==> config.mk <==
export PLATFORM = sky130hd
export DESIGN_NAME = dp_issue
export DESIGN_NICKNAME = d
export VERILOG_FILES = /design/src/rtl/arm_dp_pkg.sv /design/src/rtl/cond_check.sv /design/src/rtl/dp_issue.sv
export SDC_FILE = /design/constraint.sdc
export NUM_CORES = 1
export LEC_CHECK = 0
export BUFFER_PORTS_ARGS = -buffer_cell sky130_fd_sc_hd__buf_2
export CAP_MARGIN = 15
export CORE_AREA = 2 2 68 70
export DETAILED_ROUTE_END_ITERATION = 16
export DIE_AREA = 0 0 70 72
export GPL_TIMING_DRIVEN = 0
export PLACE_DENSITY_LB_ADDON = 0.08
export SETUP_SLACK_MARGIN = 0.3
export SLEW_MARGIN = 0
export SYNTH_ARGS = -nofsm -noshare
export SYNTH_HDL_FRONTEND = slang
export SYNTH_SLANG_ARGS = --single-unit
==> constraint.sdc <==
create_clock -name clk -period 1.9 [get_ports clk]
set_input_delay 0.19 -clock clk [delete_from_list [all_inputs] [get_ports clk]]
set_output_delay 0.19 -clock clk [all_outputs]
set_load 0.01 [all_outputs]
==> src/rtl/arm_dp_pkg.sv <==
// Shared encodings for the ARM data-processing issue stage: ALU opcodes,
// condition codes, flag bit positions and the issued micro-op layout.
package arm_dp_pkg;

  localparam logic [3:0] OP_AND = 4'b0000;
  localparam logic [3:0] OP_EOR = 4'b0001;
  localparam logic [3:0] OP_SUB = 4'b0010;
  localparam logic [3:0] OP_RSB = 4'b0011;
  localparam logic [3:0] OP_ADD = 4'b0100;
  localparam logic [3:0] OP_ADC = 4'b0101;
  localparam logic [3:0] OP_SBC = 4'b0110;
  localparam logic [3:0] OP_RSC = 4'b0111;
  localparam logic [3:0] OP_TST = 4'b1000;
  localparam logic [3:0] OP_TEQ = 4'b1001;
  localparam logic [3:0] OP_CMP = 4'b1010;
  localparam logic [3:0] OP_CMN = 4'b1011;
  localparam logic [3:0] OP_ORR = 4'b1100;
  localparam logic [3:0] OP_MOV = 4'b1101;
  localparam logic [3:0] OP_BIC = 4'b1110;
  localparam logic [3:0] OP_MVN = 4'b1111;

  localparam logic [3:0] COND_EQ = 4'b0000;
  localparam logic [3:0] COND_NE = 4'b0001;
  localparam logic [3:0] COND_CS = 4'b0010;
  localparam logic [3:0] COND_CC = 4'b0011;
  localparam logic [3:0] COND_MI = 4'b0100;
  localparam logic [3:0] COND_PL = 4'b0101;
  localparam logic [3:0] COND_VS = 4'b0110;
  localparam logic [3:0] COND_VC = 4'b0111;
  localparam logic [3:0] COND_HI = 4'b1000;
  localparam logic [3:0] COND_LS = 4'b1001;
  localparam logic [3:0] COND_GE = 4'b1010;
  localparam logic [3:0] COND_LT = 4'b1011;
  localparam logic [3:0] COND_GT = 4'b1100;
  localparam logic [3:0] COND_LE = 4'b1101;
  localparam logic [3:0] COND_AL = 4'b1110;
  localparam logic [3:0] COND_NV = 4'b1111;

  localparam int FLAG_N = 3;
  localparam int FLAG_Z = 2;
  localparam int FLAG_V = 1;
  localparam int FLAG_C = 0;

  typedef struct packed {
    logic [3:0]  opcode;
    logic [3:0]  rn;
    logic [3:0]  rd;
    logic        imm;
    logic [11:0] op2;
    logic        set_flags;
    logic        writes_rd;
    logic        carry_in;
  } uop_t;

endpackage

==> src/rtl/cond_check.sv <==
// Combinational ARM condition-code evaluation against an NZVC flag vector.
module cond_check
  import arm_dp_pkg::*;
(
  input  logic [3:0] cond,
  input  logic [3:0] nzvc,
  output logic       pass
);

  logic n, z, v, c;
  assign n = nzvc[FLAG_N];
  assign z = nzvc[FLAG_Z];
  assign v = nzvc[FLAG_V];
  assign c = nzvc[FLAG_C];

  always_comb begin
    pass = 1'b0;
    case (cond)
      COND_EQ: pass = z;
      COND_NE: pass = !z;
      COND_CS: pass = c;
      COND_CC: pass = !c;
      COND_MI: pass = n;
      COND_PL: pass = !n;
      COND_VS: pass = v;
      COND_VC: pass = !v;
      COND_HI: pass = c && !z;
      COND_LS: pass = !c || z;
      COND_GE: pass = (n == v);
      COND_LT: pass = (n != v);
      COND_GT: pass = !z && (n == v);
      COND_LE: pass = z || (n != v);
      COND_AL: pass = 1'b1;
      default: pass = 1'b0;
    endcase
  end

endmodule

==> src/rtl/dp_issue.sv <==
// ARM data-processing issue stage: classifies and condition-checks instructions,
// registers the micro-op, and owns NZVC with a one-deep flag writeback scoreboard.
module dp_issue
  import arm_dp_pkg::*;
(
  input  logic        clk,
  input  logic        rst_n,
  input  logic        in_valid,
  output logic        in_ready,
  input  logic [31:0] instr,
  output logic        out_valid,
  input  logic        out_ready,
  output logic [3:0]  out_opcode,
  output logic [3:0]  out_rn,
  output logic [3:0]  out_rd,
  output logic        out_imm,
  output logic [11:0] out_op2,
  output logic        out_set_flags,
  output logic        out_writes_rd,
  output logic        out_carry_in,
  input  logic        wb_valid,
  input  logic [3:0]  wb_nzvc,
  output logic [3:0]  flags,
  output logic        skipped,
  output logic        illegal
);

  logic [3:0] cond, opcode;
  logic       s_bit, cmp_class, is_dp, flag_dep, pass;
  logic       pending, stall, accept, issue;
  uop_t       uop;

  assign cond      = instr[31:28];
  assign opcode    = instr[24:21];
  assign s_bit     = instr[20];
  assign cmp_class = (opcode[3:2] == 2'b10);

  // Multiply / extra load-store share the 00 space but set bits 7 and 4 with I=0;
  // compare-class opcodes without S are the PSR transfer space.
  assign is_dp = (instr[27:26] == 2'b00)
              && !(!instr[25] && instr[7] && instr[4])
              && !(cmp_class && !s_bit);

  assign flag_dep = (cond != COND_AL)
                 || (opcode == OP_ADC) || (opcode == OP_SBC) || (opcode == OP_RSC)
                 || s_bit;

  cond_check u_cond (
    .cond (cond),
    .nzvc (flags),
    .pass (pass)
  );

  assign stall    = pending && is_dp && flag_dep;
  assign in_ready = !stall && (!out_valid || out_ready);
  assign accept   = in_valid && in_ready;
  assign issue    = accept && is_dp && pass;

  always_ff @(posedge clk or negedge rst_n) begin
    if (!rst_n) begin
      out_valid <= 1'b0;
      uop       <= '0;
      flags     <= 4'b0000;
      pending   <= 1'b0;
      skipped   <= 1'b0;
      illegal   <= 1'b0;
    end else begin
      skipped <= accept && is_dp && !pass;
      illegal <= accept && !is_dp;
      if (issue) begin
        out_valid     <= 1'b1;
        uop.opcode    <= opcode;
        uop.rn        <= instr[19:16];
        uop.rd        <= instr[15:12];
        uop.imm       <= instr[25];
        uop.op2       <= instr[11:0];
        uop.set_flags <= s_bit;
        uop.writes_rd <= !cmp_class;
        uop.carry_in  <= flags[FLAG_C];
      end else if (out_ready) begin
        out_valid <= 1'b0;
      end
      if (wb_valid && pending) flags <= wb_nzvc;
      // A same-cycle writeback and new S issue leaves the scoreboard occupied.
      pending <= (pending && !wb_valid) || (issue && s_bit);
    end
  end

  assign out_opcode    = uop.opcode;
  assign out_rn        = uop.rn;
  assign out_rd        = uop.rd;
  assign out_imm       = uop.imm;
  assign out_op2       = uop.op2;
  assign out_set_flags = uop.set_flags;
  assign out_writes_rd = uop.writes_rd;
  assign out_carry_in  = uop.carry_in;

endmodule

### Word level (Yosys, flattened, before mapping)

Cells that the tools add are included.
W data, S select, Z words.

| storage, ports and cells | value |
|---|---|
| ROM bits | 0 |
| input port bits | 41 |
| memory bits (writable) | 0 |
| bits in registers | 36 |
| bits in latches | 0 |
| memories kept | 0 |

| operators by class | value |
|---|---|
| $add $sub $neg | 0 |
| multiply operators | 0 |
| magnitude comparators | 0 |
| equal/unequal tests | 21 |
| multiplexer cells | 3 |
| div/mod/pow operators | 0 |
| shift-type cells | 0 |
| bitwise gates (word level) | 0 |
| reduce and logical (&&, ||, !) cells | 43 |

Operator list:

| kind | number |
|---|---|
| $eq A4 B3 Y1 const B | 7 |
| $eq A4 B4 Y1 const B | 7 |
| $logic_and A1 B1 Y1 | 18 |
| $pmux W1 S15 | 1 |
| $logic_not A1 Y1 | 14 |
| $eq A4 B2 Y1 const B | 2 |
| $logic_or A1 B1 Y1 | 8 |
| $eq A4 B1 Y1 const B | 1 |
| $logic_not A4 Y1 | 1 |
| $ne A4 B4 Y1 const B | 1 |
| $eq A2 B2 Y1 const B | 1 |
| $logic_not A2 Y1 | 1 |
| $mux W1 | 2 |
| $reduce_bool A2 Y1 | 1 |
| $eq A1 B1 Y1 | 1 |
| $ne A1 B1 Y1 | 1 |

### Longest topological paths before layout

Gate-level depths: netlist (run 1).

| logic depth | value |
|---|---|
| depth in word-level cells | 15 |
| mapped depth | 7 |
| depth with buffers taken out | 5 |

### By module

A second synthesis (run 1) with hierarchy kept.

| unflattened totals | value |
|---|---|
| cell total of the unflattened synthesis | 120 |
| area, all modules | 1714.1 um^2 |

Modules (own cells, without submodules):

| module | cells each | times used | sequential area each (um^2) | area an instance (um^2) |
|---|---|---|---|---|
| dp_issue | 92 | 1 | 900.9 | 1520.2 |
| cond_check | 28 | 1 | 0.0 | 193.9 |

### Least setup slack after synthesis (run 1)

OpenSTA, ideal clock, no wires.

| timing path | value |
|---|---|
| kind | reg-to-reg |
| from | reg flags[3] |
| to | reg uop (netlist bit out_imm) |
| path slack | 35 ps |
| library setup time | 125 ps |
| stages on the path, launching flop included | 7 |
| buffers on the path | 1 |
| clock period less this slack | 1865 ps |
| arrival time | 1740 ps |
| cell sequence | dfrtp_1 -> xor2_1 -> o22ai_1 -> mux2i_1 -> a31o_4 -> buf_6 -> mux2_4 |

| between the ends | value |
|---|---|
| longest elaborated chain between the ends | 4 |
| elaborated cells between the ends (all ways) | 7 |

Ends and longest elaborated chain:

| element | line | RTL |
|---|---|---|
| start: declaration | dp_issue.sv:23 | `output logic [3:0] flags,` |
| start signal: assignment | dp_issue.sv:83 | `if (wb_valid && pending) flags <= wb_nzvc;` |
| $ne A1 B1 Y1 / $eq A1 B1 Y1 (equally long branches) | n/a |  |
| $logic_or A1 B1 Y1 / $logic_and A1 B1 Y1 (equally long branches) | cond_check.sv:32, cond_check.sv:31 |  |
| $pmux W1 S15 (*) | cond_check.sv:18 | `case (cond)` |
| $logic_and A1 B1 Y1 (*) | dp_issue.sv:57 | `assign issue = accept && is_dp && pass;` |
| end: declaration | dp_issue.sv:31 | `uop_t uop;` |

Mark *: on every way between the ends. The rest lies on a longest branch, timed or not.
A chain may end at the register's enable or synchronous reset.

### Worst setup path after layout (run 1)

| timing path | value |
|---|---|
| from | reg flags[1] |
| to | reg uop (netlist bit out_rd[2]) |

The elaborated chain is that of the path after synthesis.

==> metrics.csv, run 1 <==
stage,metric,value,unit
setup_path,crit_type,reg2reg,
yosys,synth_xor_xnor_area_share,1.013,%
setup_path,path_max_fanout,10,
yosys,yosysSeqAreaShare,52.10,%
cells_and_area,antenna_cells,0,
grt,met1_usage,21.63,%
route,vias_per_cell,4.776,
grt,grt.total_usage,16.26,%
yosys,syn_area,0.001729,mm2
power,sw_frac_of_total,30.65,%
grt,grt_remaining_overflow,0,
yosys,synth_area_per_cell,14.41,um2
yosys,synth_adder_area_share,0,%
yosys,synthMuxAreaShare,28.73,%
floorplan,dieArea,0.005040,mm2
grt,top_usage_layer,met2,
grt,antenna_found_initial,0,
cts,clock_latency,0.28,ns
timing,rsz0062_at_grt,true,
timing,setup_viol,28,
setup_path,worstSetupEndpointType,flip-flop,
timing,fmax,0.5155,GHz
yosys,yosysTopAreaCell,dfrtp_1,
cts,htreeDepth,2,
cells_and_area,syn2layout_area_growth,36.40,%
grt,grt_util_met2,24.55,%
timing,max_slew_margin,47.08,%
setup_path,max_stage_delay,0.43,ns
timing,holdWs,-0.01097,ns
floorplan,ioPinCount,77,
floorplan,rows,24,
cells_and_area,layout-drive-gt1-share,63.29,%
yosys,synth-warning-count,0,
min_path,hp-class,in2async,
cts,numCtsBuffers,5,
grt,grt_pass1_wl,6.265,mm
cts,cts-root-buf,clkbuf_8,
grt,grt_max_degree,37,
timing,skew,0.004005,ns
setup_path,path_cells,xor2_1 -> o22ai_2 -> mux2i_2 -> a31o_4 -> buf_12 -> mux2_4,
yosys,synth_seq_cells,36,
yosys,syn_inst,120,
cts,clk_pin_slew_worst_paths,0.07,ns
cells_and_area,final_common_cell,buf_2,
timing,worst_pin_slew,0.7938,ns
floorplan,start_util,40.55,%
route,drtIter0Drc,56,
cts,clock-sinks,36,
cts,tritoncts,yes,
cells_and_area,final_nets,247,
timing,setup_slack,-0.03969,ns
power,power_density,1410,mW/mm2
timing,fin_setup_tns,-0.7213,ns
route,drt_pass1_iterations,4,
grt,grt_use_met3,5.000,%
timing,drv_slew,0,
yosys,synthTopCellsByArea,"dfrtp_1 52%, mux2_4 24%, mux2_2 3.3%, buf_6 2.0%, nand3b_1 1.7%",
cells_and_area,fillers,377,
setup_path,slowest_stage,dfrtp_1,
setup_path,crit_family,multiplexers,
timing,post-route-min-period,1.940,ns
setup_path,critPathArrivalTime,2.11,ns
run_status,outcome,"finished, violations left",
power,switching_power,1.019,mW
power,p_leak,1.267,nW
yosys,synth-simple-area-share,8.900,%
placed_design,dp_hpwl,2.824,mm
route,wl_per_cell,15.34,um
timing,hold_violations,35,
yosys,syn-num-nets,161,
yosys,synth_compound_area_share,5.644,%
power,intPower,2.306,mW
setup_path,cp_num_buf_inv,1,
flow_run,maxCapViolCount,0,
grt,grt_pass1_vias,1278,
setup_path,start_kind,flip-flop,
placed_design,io_buffers,73,
floorplan,die_h,72,um
power,pwr-share-clk,19.8,%
route,drc,0,
yosys,netlist.area_leader.share,52.10,%
timing,min_period_over_period,102.1,%
power,combPwrFrac,40.3,%
route,wl,3.972,mm
yosys,synth_top_family_by_area,multiplexers,
run_status,violations,"negative hold slack, negative setup slack",
setup_path,required,2.07,ns
floorplan,die_w,70,um
cells_and_area,final_cell_mix,"75 x buf_2, 35 x dfrtp_1, 28 x mux2_4",
power,p_seq_share,39.9,%
power,vdd_drop_max,0.0005041,V
placed_design,routabilityCongestion,0.8097,
cts,cts_buffer_depth,2,
route,routed-via-count,1237,
floorplan,core-area,0.004264,mm2
route,ant_nets,0,
yosys,ys_types,31,
registers in the layout (all words and copies together) (netlist names):
signal / count
flags: 4
illegal: 1
out_carry_in: 1
out_imm: 1
out_op2: 12
out_opcode: 4
out_rd: 4
out_rn: 4
out_set_flags: 1
out_valid: 1
out_writes_rd: 1
pending: 1
skipped: 1
kinds of logic (layout without fill, tap and decap cells):
logic type             count (synthesis)  after routing
flip-flops                            36             36
multiplexers                          35             35
AND/OR/NAND/NOR                       26             26
AO/OA/AOI/OAI                         12             12
buffers and inverters                  9             96
XOR/XNOR                               2              2
area by class of cell:
type / count / area [um2] / area share (%)
plain buffers: 6 / 77.57 / 3.289
clock buffers: 6 / 72.57 / 3.077
repair buffers: 79 / 410.4 / 17.40
multi-input cells: 75 / 784.5 / 33.26
clock inverters: 2 / 35.03 / 1.485
well taps: 52 / 65.06 / 2.759
inverters: 3 / 11.26 / 0.4775
flip-flops and latches: 36 / 902.1 / 38.25
cell usage after synthesis:
library cell  count
and3_1            1
buf_4             1
and2_1            1
mux2_4           28
nand3_1           1
a22oi_1           1
buf_6             3
mux2_2            5
nor3b_1           3
nand2_1           4
o211ai_1          1
buf_2             2
nor2b_1           1
a211o_1           1
mux2i_1           2
xor2_1            2
nor4bb_1          1
nand2b_1          4
a31o_4            1
o311ai_1          1
nor2_1            5
inv_1             3
and3b_1           1
o21ai_0           1
a21o_1            1
o22a_1            1
o22ai_1           2
nand3b_1          4
o21a_1            1
a31oi_1           1
dfrtp_1          36
path summary, 6_finish.rpt:
kind / slack, ns / to / from / cells after the start
min in group clk: 0.11 / pending$_DFF_PN0_ / wb_valid / 2
worst min-delay path: -0.01 / out_op2[11]$_DFFE_PN0P_ / rst_n / 1
worst min register to register: 0.50 / out_rd[0]$_DFFE_PN0P_ / out_rd[0]$_DFFE_PN0P_ / 1
max in group asynchronous: 1.36 / flags[3]$_DFFE_PN0P_ / rst_n / 1
worst max-delay path: -0.04 / out_rd[2]$_DFFE_PN0P_ / flags[1]$_DFFE_PN0P_ / 6
worst max register to register: -0.04 / out_rd[2]$_DFFE_PN0P_ / flags[1]$_DFFE_PN0P_ / 6
per-stage QoR:
step / std cells / util, % / area [um2] / total power, mW / setup WS (ns)
finish: 259 / 55.31 / 2359 / 3.325 / -0.03969
global route: 259 / 55.31 / 2359 / 3.530 / -0.07655
CTS: 255 / 54.52 / 2325 / 3.323 / -0.01006
detailed placement: 245 / 50.94 / 2172 / 2.611 / -0.02769
global placement: 245 / 50.94 / 2172 / 2.572 / 0.005102
floorplan: 120 / - / 1742 / 2.100 / 0.08453
power groups by stage:
| stage | clock network [mW] | registers [mW] | logic, mW |
|---|---|---|---|
| 2_1_floorplan | 0 | 1.49 | 0.606 |
| 3_3_place_gp | 0 | 1.32 | 1.25 |
| 3_5_place_dp | 0 | 1.34 | 1.27 |
| 4_1_cts | 0.681 | 1.33 | 1.32 |
| 5_1_grt | 0.726 | 1.37 | 1.44 |
| 6_report | 0.658 | 1.33 | 1.34 |
metal layers:
layer  wire, um  vias to the layer above  part of all wire [%]
li1           -                      597                     -
met5          0                        -                     0
met3        245                        9                   6.2
met1       1784                      583                    45
met2       1863                       48                    47
met4         78                        0                   2.0
repair_timing:
item                       CTS  global route
setup endpoints to repair   30            31
pin swaps                    2             2
resized for setup            6             1
setup buffers                2             4
hold buffers                 0             0
Power figures use the tool's default switching activity.
==> run 2, diff against run 1 <==
--- a/config.mk
+++ b/config.mk
@@ -12,8 +12,9 @@
 export DIE_AREA = 0 0 70 72
 export GPL_TIMING_DRIVEN = 0
 export PLACE_DENSITY_LB_ADDON = 0.08
+export RECOVER_POWER = 25
 export SETUP_SLACK_MARGIN = 0.3
-export SLEW_MARGIN = 0
+export SLEW_MARGIN = 5
 export SYNTH_ARGS = -nofsm -noshare
 export SYNTH_HDL_FRONTEND = slang
 export SYNTH_SLANG_ARGS = --single-unit
==> run 2 against run 1 <==
Compared with the run above:
- the run ends with negative setup slack left
- via count unchanged
- hold slack improved by 0.030 ns
- die area unchanged
- first-iteration DRC count unchanged
- clock skew unchanged
- final cell count unchanged
- fmax unchanged
- critical path type unchanged
- critical endpoint unchanged
- largest cell class unchanged
==> metrics.csv, run 2 (synthesis gave the netlist of run 1 again) <==
stage,metric,value,unit,change
setup_path,path_max_fanout,10,,unchanged
setup_path,reg2reg_slack,-0.04,ns,about the same
setup_path,r2r_end,out_rd[2]$_DFFE_PN0P_,,
timing,holdWs,0.01939,ns,+0.03035 ns
setup_path,r2r_cells,6,,unchanged
setup_path,slowest_stage,dfrtp_1,,
grt,grt_pass1_vias,1278,,unchanged
placed_design,placed_cell_area,0.002172,mm2,unchanged
route,wl_per_cell,15.33,um,about the same
floorplan,ioPinCount,77,,unchanged
grt,antenna_found_initial,0,,unchanged
route,wl,3.971,mm,about the same
route,routed-via-count,1237,,unchanged
placed_design,io_buffers,73,,unchanged
timing,post-route-min-period,1.940,ns,unchanged
cells_and_area,syn2layout_area_growth,36.40,%,unchanged
cells_and_area,utilization,55.31,%,unchanged
placed_design,dp_hpwl,2.824,mm,unchanged
setup_path,required,2.07,ns,about the same
route,ant_nets,0,,unchanged
cts,tritoncts,yes,,
flow_run,maxCapViolCount,0,,unchanged
route,vias_per_cell,4.776,,unchanged
grt,grt_pass1_wl,6.265,mm,unchanged
setup_path,worstSetupEndpointType,flip-flop,,
timing,drv_slew,0,,unchanged
power,vdd_drop_max,0.0005041,V,about the same
timing,worst_pin_slew,0.8884,ns,+0.09456 ns
cells_and_area,final_nets,247,,unchanged
timing,max_slew_margin,40.78,%,-6.3 points
cts,numCtsBuffers,5,,unchanged
setup_path,critPathLaunch,flags[1]$_DFFE_PN0P_,,
grt,grt.total_usage,16.26,%,unchanged
timing,rsz0062_at_grt,true,,
cts,cts-root-buf,clkbuf_8,,
cells_and_area,final_common_cell,buf_2,,
cells_and_area,antenna_cells,0,,unchanged
setup_path,crit_type,reg2reg,,
floorplan,rows,24,,unchanged
setup_path,critPathArrivalTime,2.11,ns,about the same
cells_and_area,largest_register_ffs,12,,unchanged
power,power_density,1410,mW/mm2,about the same
timing,hold_violations,0,,-100%
setup_path,cp-endpoint,out_rd[2]$_DFFE_PN0P_,,
cells_and_area,design_area,0.002359,mm2,unchanged
timing,fmax,0.5155,GHz,unchanged
power,p_leak,1.267,nW,about the same
setup_path,start_kind,flip-flop,,
placed_design,place_ws,-0.02769,ns,unchanged
cts,clock-sinks,36,,unchanged
grt,grt_max_degree,37,,unchanged
cts,clk_pin_slew_worst_paths,0.07,ns,about the same
timing,setup_viol,28,,unchanged
setup_path,path_depth,6,,unchanged
floorplan,die_w,70,um,unchanged
setup_path,max_stage_delay,0.43,ns,about the same
timing,fin_setup_tns,-0.7213,ns,unchanged
placed_design,routabilityCongestion,0.8097,,unchanged
setup_path,path_cells,xor2_1 -> o22ai_2 -> mux2i_2 -> a31o_4 -> buf_12 -> mux2_4,,
setup_path,cp_num_buf_inv,1,,unchanged
floorplan,core-area,0.004264,mm2,unchanged
floorplan,die_h,72,um,unchanged
cells_and_area,layout-drive-gt1-share,63.29,%,unchanged
cts,cts_buffer_depth,2,,unchanged
setup_path,crit_family,multiplexers,,
setup_path,r2r-start,flags[1]$_DFFE_PN0P_,,
timing,setup_slack,-0.03969,ns,unchanged
route,drt_pass1_iterations,4,,unchanged
cts,htreeDepth,2,,unchanged
min_path,hp-class,in2async,,
timing,min_period_over_period,102.1,%,unchanged
cells_and_area,final_cell_mix,"74 x buf_2, 35 x dfrtp_1, 28 x mux2_4",,
route,drtIter0Drc,56,,unchanged
cts,clock_latency,0.28,ns,about the same
run_status,violations,negative setup slack,,
floorplan,dieArea,0.005040,mm2,unchanged
floorplan,start_util,40.55,%,unchanged
grt,grt_remaining_overflow,0,,unchanged
run_status,outcome,"finished, violations left",,
route,drc,0,,unchanged
timing,skew,0.004005,ns,unchanged
run 2: worst min path at each step:
stage | from | to | cells after the start
after global placement | rst_n | out_op2[1]$_DFFE_PN0P_ | 1
after CTS | rst_n | out_op2[7]$_DFFE_PN0P_ | 1
after detailed placement | rst_n | out_op2[11]$_DFFE_PN0P_ | 1
after floorplan | rst_n | flags[0]$_DFFE_PN0P_ | 0
after global routing | rst_n | out_op2[7]$_DFFE_PN0P_ | 1
final | rst_n | out_op2[11]$_DFFE_PN0P_ | 1
run 2: cell type report:
class	instances	area (um2)
timing repair buffer	79	410.4
tap	52	65.06
fill	377	1906
clock buffer	6	72.57
buffer	6	77.57
clock inverter	2	35.03
inverter	3	11.26
multi-input combinational	75	784.5
sequential	36	902.1
run 2: power by group:
part           leakage [nW]  switching [mW]  internal [mW]  total, mW
logic                 0.775           0.536          0.804       1.34
registers             0.437           0.215           1.11       1.33
clock network        0.0552           0.268          0.389      0.658
total                  1.27            1.02           2.31       3.32
run 2: through the flow:
step | power (mW) | std cells
final | 3.325 | 259
after global routing | 3.530 | 259
after CTS | 3.323 | 255
after detailed placement | 2.611 | 245
after global placement | 2.572 | 245
after floorplan | 2.100 | 120
run 2: timing repair:
action / in CTS / in global routing
gates resized for setup: 6 / 1
hold buffers: 0 / 0
pin swaps: 2 / 2
setup buffers: 2 / 4
endpoints found under the setup margin: 30 / 31
run 2: layer usage:
metal / part of all wire, % / routed length [um] / up-vias / GRT usage, %
met5: 0 / 0 / - / 0
met4: 2.0 / 78 / 0 / 7.479
met3: 6.1 / 244 / 9 / 5.000
met2: 47 / 1863 / 48 / 24.55
met1: 45 / 1784 / 583 / 21.63
li1: - / - / 597 / -
